<file path="src/rtl/hack_alu_ctrl_seq_if.sv">
// Instruction fetch handshake between the instruction-memory side (master)
// and the Hack control sequencer (slave).
interface hack_alu_ctrl_seq_if #(
    parameter int unsigned PC_WIDTH = 15
);
    logic                instr_valid;
    logic [15:0]         instr;
    logic                instr_ready;
    logic [PC_WIDTH-1:0] pc;

    modport master (output instr_valid, output instr, input instr_ready, input pc);
    modport slave  (input instr_valid, input instr, output instr_ready, output pc);
endinterface

</file>
<file path="src/rtl/hack_alu_ctrl_seq.sv">
// Multi-cycle Hack CPU control sequencer: decodes one instruction per handshake,
// drives the external ALU, and updates A/D/PC and data memory.
module hack_alu_ctrl_seq #(
    parameter int unsigned         PC_WIDTH = 15,
    parameter logic [PC_WIDTH-1:0] RESET_PC = '0
) (
    input  logic                clk,
    input  logic                rst_n,
    hack_alu_ctrl_seq_if.slave  ifetch,
    input  logic [15:0]         inM,
    output logic [PC_WIDTH-1:0] addressM,
    output logic [15:0]         outM,
    output logic                writeM,
    output logic [15:0]         alu_x,
    output logic [15:0]         alu_y,
    output logic                alu_zx,
    output logic                alu_nx,
    output logic                alu_zy,
    output logic                alu_ny,
    output logic                alu_f,
    output logic                alu_no,
    input  logic [15:0]         alu_out,
    input  logic                alu_zr,
    input  logic                alu_ng,
    output logic                retired
);

    typedef enum logic [1:0] {
        IDLE,
        FETCH,
        EXEC,
        WB
    } state_t;

    state_t              state;
    logic [15:0]         a_q;
    logic [15:0]         d_q;
    logic [15:0]         ir_q;
    logic [15:0]         r_q;
    logic                z_q;
    logic                n_q;
    logic [PC_WIDTH-1:0] pc_q;
    logic                ready_q;
    logic                write_q;
    logic                retired_q;
    logic [5:0]          ctrl_q;
    logic [PC_WIDTH-1:0] pc_inc;
    logic                jump;

    assign pc_inc = pc_q + PC_WIDTH'(1);

    always_comb begin
        jump = (ir_q[2] & n_q) | (ir_q[1] & z_q) | (ir_q[0] & ~n_q & ~z_q);
    end

    always_ff @(posedge clk or negedge rst_n) begin
        if (!rst_n) begin
            state     <= IDLE;
            a_q       <= '0;
            d_q       <= '0;
            ir_q      <= '0;
            r_q       <= '0;
            z_q       <= 1'b0;
            n_q       <= 1'b0;
            pc_q      <= RESET_PC;
            ready_q   <= 1'b0;
            write_q   <= 1'b0;
            retired_q <= 1'b0;
            ctrl_q    <= '0;
        end else begin
            case (state)
                IDLE: begin
                    state   <= FETCH;
                    ready_q <= 1'b1;
                end
                FETCH: begin
                    if (ifetch.instr_valid && ready_q) begin
                        ir_q    <= ifetch.instr;
                        ready_q <= 1'b0;
                        // Controls are loaded on entry so they are valid for the whole EXEC cycle.
                        if (ifetch.instr[15]) begin
                            state  <= EXEC;
                            ctrl_q <= ifetch.instr[11:6];
                        end else begin
                            state     <= WB;
                            retired_q <= 1'b1;
                        end
                    end
                end
                EXEC: begin
                    r_q       <= alu_out;
                    z_q       <= alu_zr;
                    n_q       <= alu_ng;
                    ctrl_q    <= '0;
                    write_q   <= ir_q[3];
                    retired_q <= 1'b1;
                    state     <= WB;
                end
                WB: begin
                    write_q   <= 1'b0;
                    retired_q <= 1'b0;
                    ready_q   <= 1'b1;
                    state     <= FETCH;
                    if (!ir_q[15]) begin
                        a_q  <= ir_q;
                        pc_q <= pc_inc;
                    end else begin
                        if (ir_q[5]) a_q <= r_q;
                        if (ir_q[4]) d_q <= r_q;
                        // Jump target is the A value from before this write-back.
                        pc_q <= jump ? a_q[PC_WIDTH-1:0] : pc_inc;
                    end
                end
                default: state <= IDLE;
            endcase
        end
    end

    assign ifetch.instr_ready = ready_q;
    assign ifetch.pc          = pc_q;
    assign addressM           = a_q[PC_WIDTH-1:0];
    assign outM               = r_q;
    assign writeM             = write_q;
    assign retired            = retired_q;
    assign alu_x              = d_q;
    assign alu_y              = (state == EXEC && ir_q[12]) ? inM : a_q;
    assign {alu_zx, alu_nx, alu_zy, alu_ny, alu_f, alu_no} = ctrl_q;

endmodule

</file>
<file path="src/flat_wrapper.sv">
// flat-port wrapper written by rule: the top's interface ports become plain ports
module hack_alu_ctrl_seq_flat 
#(
    parameter int unsigned         PC_WIDTH = 15,
    parameter logic [PC_WIDTH-1:0] RESET_PC = '0
)
  (clk, rst_n, inM, addressM, outM, writeM, alu_x, alu_y, alu_zx, alu_nx, alu_zy, alu_ny, alu_f, alu_no, alu_out, alu_zr, alu_ng, retired, ifetch_instr_valid, ifetch_instr, ifetch_instr_ready, ifetch_pc);
  hack_alu_ctrl_seq_if #(.PC_WIDTH(PC_WIDTH)) ifetch_i ();
  input  logic clk;
  input  logic rst_n;
  input  logic [15:0] inM;
  output logic [PC_WIDTH-1:0] addressM;
  output logic [15:0] outM;
  output logic writeM;
  output logic [15:0] alu_x;
  output logic [15:0] alu_y;
  output logic alu_zx;
  output logic alu_nx;
  output logic alu_zy;
  output logic alu_ny;
  output logic alu_f;
  output logic alu_no;
  input  logic [15:0] alu_out;
  input  logic alu_zr;
  input  logic alu_ng;
  output logic retired;
  input wire logic [$bits(ifetch_i.instr_valid)-1:0] ifetch_instr_valid;
  input wire logic [$bits(ifetch_i.instr)-1:0] ifetch_instr;
  output wire logic [$bits(ifetch_i.instr_ready)-1:0] ifetch_instr_ready;
  output wire logic [$bits(ifetch_i.pc)-1:0] ifetch_pc;
  assign ifetch_i.instr_valid = ifetch_instr_valid;
  assign ifetch_i.instr = ifetch_instr;
  assign ifetch_instr_ready = ifetch_i.instr_ready;
  assign ifetch_pc = ifetch_i.pc;
  hack_alu_ctrl_seq #(.PC_WIDTH(PC_WIDTH), .RESET_PC(RESET_PC)) u_core (.clk(clk), .rst_n(rst_n), .ifetch(ifetch_i), .inM(inM), .addressM(addressM), .outM(outM), .writeM(writeM), .alu_x(alu_x), .alu_y(alu_y), .alu_zx(alu_zx), .alu_nx(alu_nx), .alu_zy(alu_zy), .alu_ny(alu_ny), .alu_f(alu_f), .alu_no(alu_no), .alu_out(alu_out), .alu_zr(alu_zr), .alu_ng(alu_ng), .retired(retired));
endmodule
</file>
<file path="config.mk">
export PLATFORM = sky130hd
export DESIGN_NAME = hack_alu_ctrl_seq_flat
export DESIGN_NICKNAME = d
export VERILOG_FILES = /design/src/rtl/hack_alu_ctrl_seq_if.sv /design/src/rtl/hack_alu_ctrl_seq.sv /design/src/flat_wrapper.sv
export SDC_FILE = /design/constraint.sdc
export NUM_CORES = 1
export LEC_CHECK = 0
export BUFFER_PORTS_ARGS = -buffer_cell sky130_fd_sc_hd__buf_2
export CORE_MARGIN = 2
export CORE_UTILIZATION = 35
export CTS_CLUSTER_DIAMETER = 200
export DETAILED_ROUTE_END_ITERATION = 16
export GPL_ROUTABILITY_DRIVEN = 0
export GPL_TIMING_DRIVEN = 0
export PLACE_DENSITY = 0.6
export SYNTH_ARGS = -nofsm -noshare
export SYNTH_HDL_FRONTEND = slang
export SYNTH_SLANG_ARGS = --single-unit
</file>
<file path="constraint.sdc">
create_clock -name clk -period 3.1 [get_ports clk]
set_input_delay 0.465 -clock clk [delete_from_list [all_inputs] [get_ports clk]]
set_output_delay 0.465 -clock clk [all_outputs]
set_load 0.01 [all_outputs]
</file>
==> impl_metrics.csv <==
group,metric,value,unit
status,outcome,"finished clean",
finish,final_cells,710,
critical_path,required,2630,ps
critical_path,cp-start-kind,"flop",
clocking,cts_setup_buffers,0,
die,die_w,117,µm
global_route,grt_pass1_wl,18.2,mm
logic_synthesis,synthMuxAreaShare,21.4,%
logic_synthesis,seq_area_frac_synth,51.8,%
clocking,cts_buffers,9,
sta,rsz0062_at_grt,"no",
logic_synthesis,ys.flop_type,"dfrtp_1",
place,dp_hpwl,8.86,mm
clocking,clockBufferDepth,2,
flow_run,maxCapViolations,0,
pwr,vdd_drop_max,0.000260,V
logic_synthesis,synth_compound_area_share,9.90,%
die,ios,140,
critical_path,cp_data_arrival_time,2370,ps
critical_path,end_kind,"output pin",
clocking,holdBufCountCts,0,
sta,final_max_slew_viol_count,0,
sta,fmax,353,MHz
clocking,clock-root-buffer,"clkbuf_16",
logic_synthesis,synthSimpleGateAreaFrac,9.96,%
finish,antennaDiodeCount,0,
global_route,grt_pass1_vias,3474,
logic_synthesis,synth-edff-count,0,
critical_path,crit_fanout,10,
logic_synthesis,synth_cell_types,42,
logic_synthesis,synth_top_area_share,51.8,%
critical_path,critical_path_class,"flop to output pin",
sta,period_share,91.4,%
clocking,numClockSinks,92,
logic_synthesis,synth_top_family_by_area,"multiplexers",
route,drc,0,
logic_synthesis,netlist_area,4450,µm²
finish,fillers,1238,
critical_path,rr_endpoint,"u_core.ifetch.pc[2]",
logic_synthesis,syn_inst,382,
clocking,cts_resized,0,
route,drtAntennaViolNets,0,
logic_synthesis,ys_warn_count,0,
hold_path,hold_class,"primary input to async pin",
die,design.core.area,12500,µm²
global_route,antenna_found_initial,0,
sta,relSlewSlack,56.0,%
sta,finalSetupTns,0,ps
clocking,insertion_delay,340,ps
logic_synthesis,synth_seq_cells,92,
critical_path,r2r_setup_slack,1010,ps
finish,drive_gt1_share,45.2,%
route,dr.pass1.iters,4,
logic_synthesis,synthTopCellsByArea,"dfrtp_1 (52%), mux2_2 (16%), mux2i_1 (4.7%), o21ai_0 (3.3%), nand2_1 (3.1%)",
logic_synthesis,synth_nets,440,
route,wirelength,11.8,mm
clocking,cts_tree,"built",
logic_synthesis,ys_async_sr_fraction,100,%
clocking,path_clk_slew,60,ps
global_route,grt_max_degree,60,
global_route,grt_use_total,17.8,%
die,die_y,117,µm
sta,tightest_slew,660,ps
logic_synthesis,yosys.area.top_type,"dfrtp_1",
die,rows,41,
sta,timing.final.hold_violations,0,
die,die_area,13600,µm²
sta,finClkSkew,5.17,ps
critical_path,worstReg2RegStart,"u_core.state[0]",
pwr,leakagePower,0.00307,µW
place,dpl.cell_count,694,
route,viasPerCell,4.97,
route,first_iter_violations,149,
global_route,grt_overflow,0,
route,wl_per_cell,16.6,µm
finish,nets,591,
finish,areaGrowthSynthToFinish,27.5,%
clocking,htree_levels,3,
sta,finalCriticalPeriod,2830,ps
die,start_util,35.5,%
logic_synthesis,synth-xor-area-share,0,%
sta,finalSetupViolations,0,
route,vias,3531,
place,portBuffers,139,
critical_path,reg2reg_depth,4,
logic_synthesis,avgSynthCellArea,11.6,µm²
logic_synthesis,synth_fa_ha_area_share,1.41,%
pwr,power_density,409,nW/µm²
cell usage after synthesis, types with 3 or more instances:
master and count:
buf_2 8, buf_4 17, inv_1 8, mux2i_1 21
ha_1 5, a22oi_1 7, mux2_2 63, nand3_1 15
nor2_1 5, a31oi_1 3, nand4_1 5, a21boi_0 5
mux2_1 3, and3_1 6, o21ai_0 29, o211ai_1 3
a2bb2oi_1 6, clkbuf_1 8, dfrtp_1 92, nand2_1 37
area by class of cell:
type                            count  area [µm²]  share of cell area, %
Clock buffer                       15         278                   4.90
Timing Repair Buffer              140         726                   12.8
Buffer                             36         216                   3.82
Inverter                            8        30.0                  0.529
Sequential cell                    92        2300                   40.6
Tap cell                          172         215                   3.79
Multi-Input combinational cell    246        1900                   33.5
Clock inverter                      1        5.00                 0.0882
critical path: stages, from the launching register on:
cell and delay [ps]:
dfrtp_1 410, inv_1 90, ha_1 200, buf_2 180, nand2_1 300, buf_2 330, mux2_2 370, buf_2 140
worst max-delay path by stage:
stage               startpoint          endpoint  cells past startpoint  slack [ps]
3_5_place_dp   u_core.state[0]          alu_y[6]                      7         610
5_1_grt        u_core.state[0]          alu_y[6]                      7         110
2_1_floorplan  u_core.state[0]         alu_y[10]                      6        1070
6_report       u_core.state[0]          alu_y[7]                      7         270
3_3_place_gp             rst_n  u_core.ctrl_q[1]                      1         640
4_1_cts        u_core.state[0]          alu_y[6]                      7         220
layout by cell type, fill, tap and decap left out, types with 6 or more instances in the layout:
| cell | n |
|---|---|
| buf_4 | 18 |
| o21ai_0 | 29 |
| mux2_2 | 63 |
| dfrtp_1 | 92 |
| inv_1 | 8 |
| nand2_1 | 37 |
| clkbuf_16 | 9 |
| mux2i_1 | 21 |
| and3_1 | 6 |
| buf_2 | 146 |
| clkbuf_1 | 11 |
| a22oi_1 | 7 |
| nand3_1 | 15 |
| a2bb2oi_1 | 6 |
cells by family (layout without fill, tap and decap cells):
kind of cell	count (synthesis)	count (layout)
compound gates	68	68
fa+ha+maj	5	5
buf+inv	44	200
flops	92	92
mux	87	87
simple gates	86	86
stage by stage:
step	power (µW)	util (%)	hold WS, ps	cell area [µm²]	setup slack, ps
final	2320	45.3	80.9	5670	267
after global routing	2400	45.3	112	5670	112
after CTS	2350	45.3	90.5	5670	224
after detailed placement	1290	43.1	454	5390	606
after global placement	1280	42.8	471	5360	636
after floorplan	1220	-	169	4450	1070
per-layer routing:
| metal | up-vias | share of wire [%] | track usage [%] |
|---|---|---|---|
| met5 | - | 0 | 0 |
| met4 | 0 | 1.3 | 5.65 |
| met3 | 11 | 6.2 | 3.43 |
| met2 | 118 | 48 | 29.2 |
| met1 | 1729 | 45 | 23.9 |
| li1 | 1673 | - | - |
power breakdown:
group | switching [µW] | internal [µW] | total (µW) | leakage (µW)
Clock | 447 | 610 | 1060 | 0.000140
Sequential | 0 | 1200 | 1200 | 0.00128
Combinational | 35.7 | 27.3 | 63.0 | 0.00165
Total | 483 | 1840 | 2320 | 0.00307
registers in the layout, indices dropped and copies added, names as in the netlist:
register,flops
u_core.ifetch.pc,15
u_core.retired,1
u_core.outM,16
u_core.writeM,1
u_core.state,2
u_core.n_q,1
u_core.ifetch.instr_ready,1
u_core.z_q,1
u_core.ir_q,16
u_core.a_q,16
u_core.alu_x,16
u_core.ctrl_q,6
(Power assumes the default switching activity.)
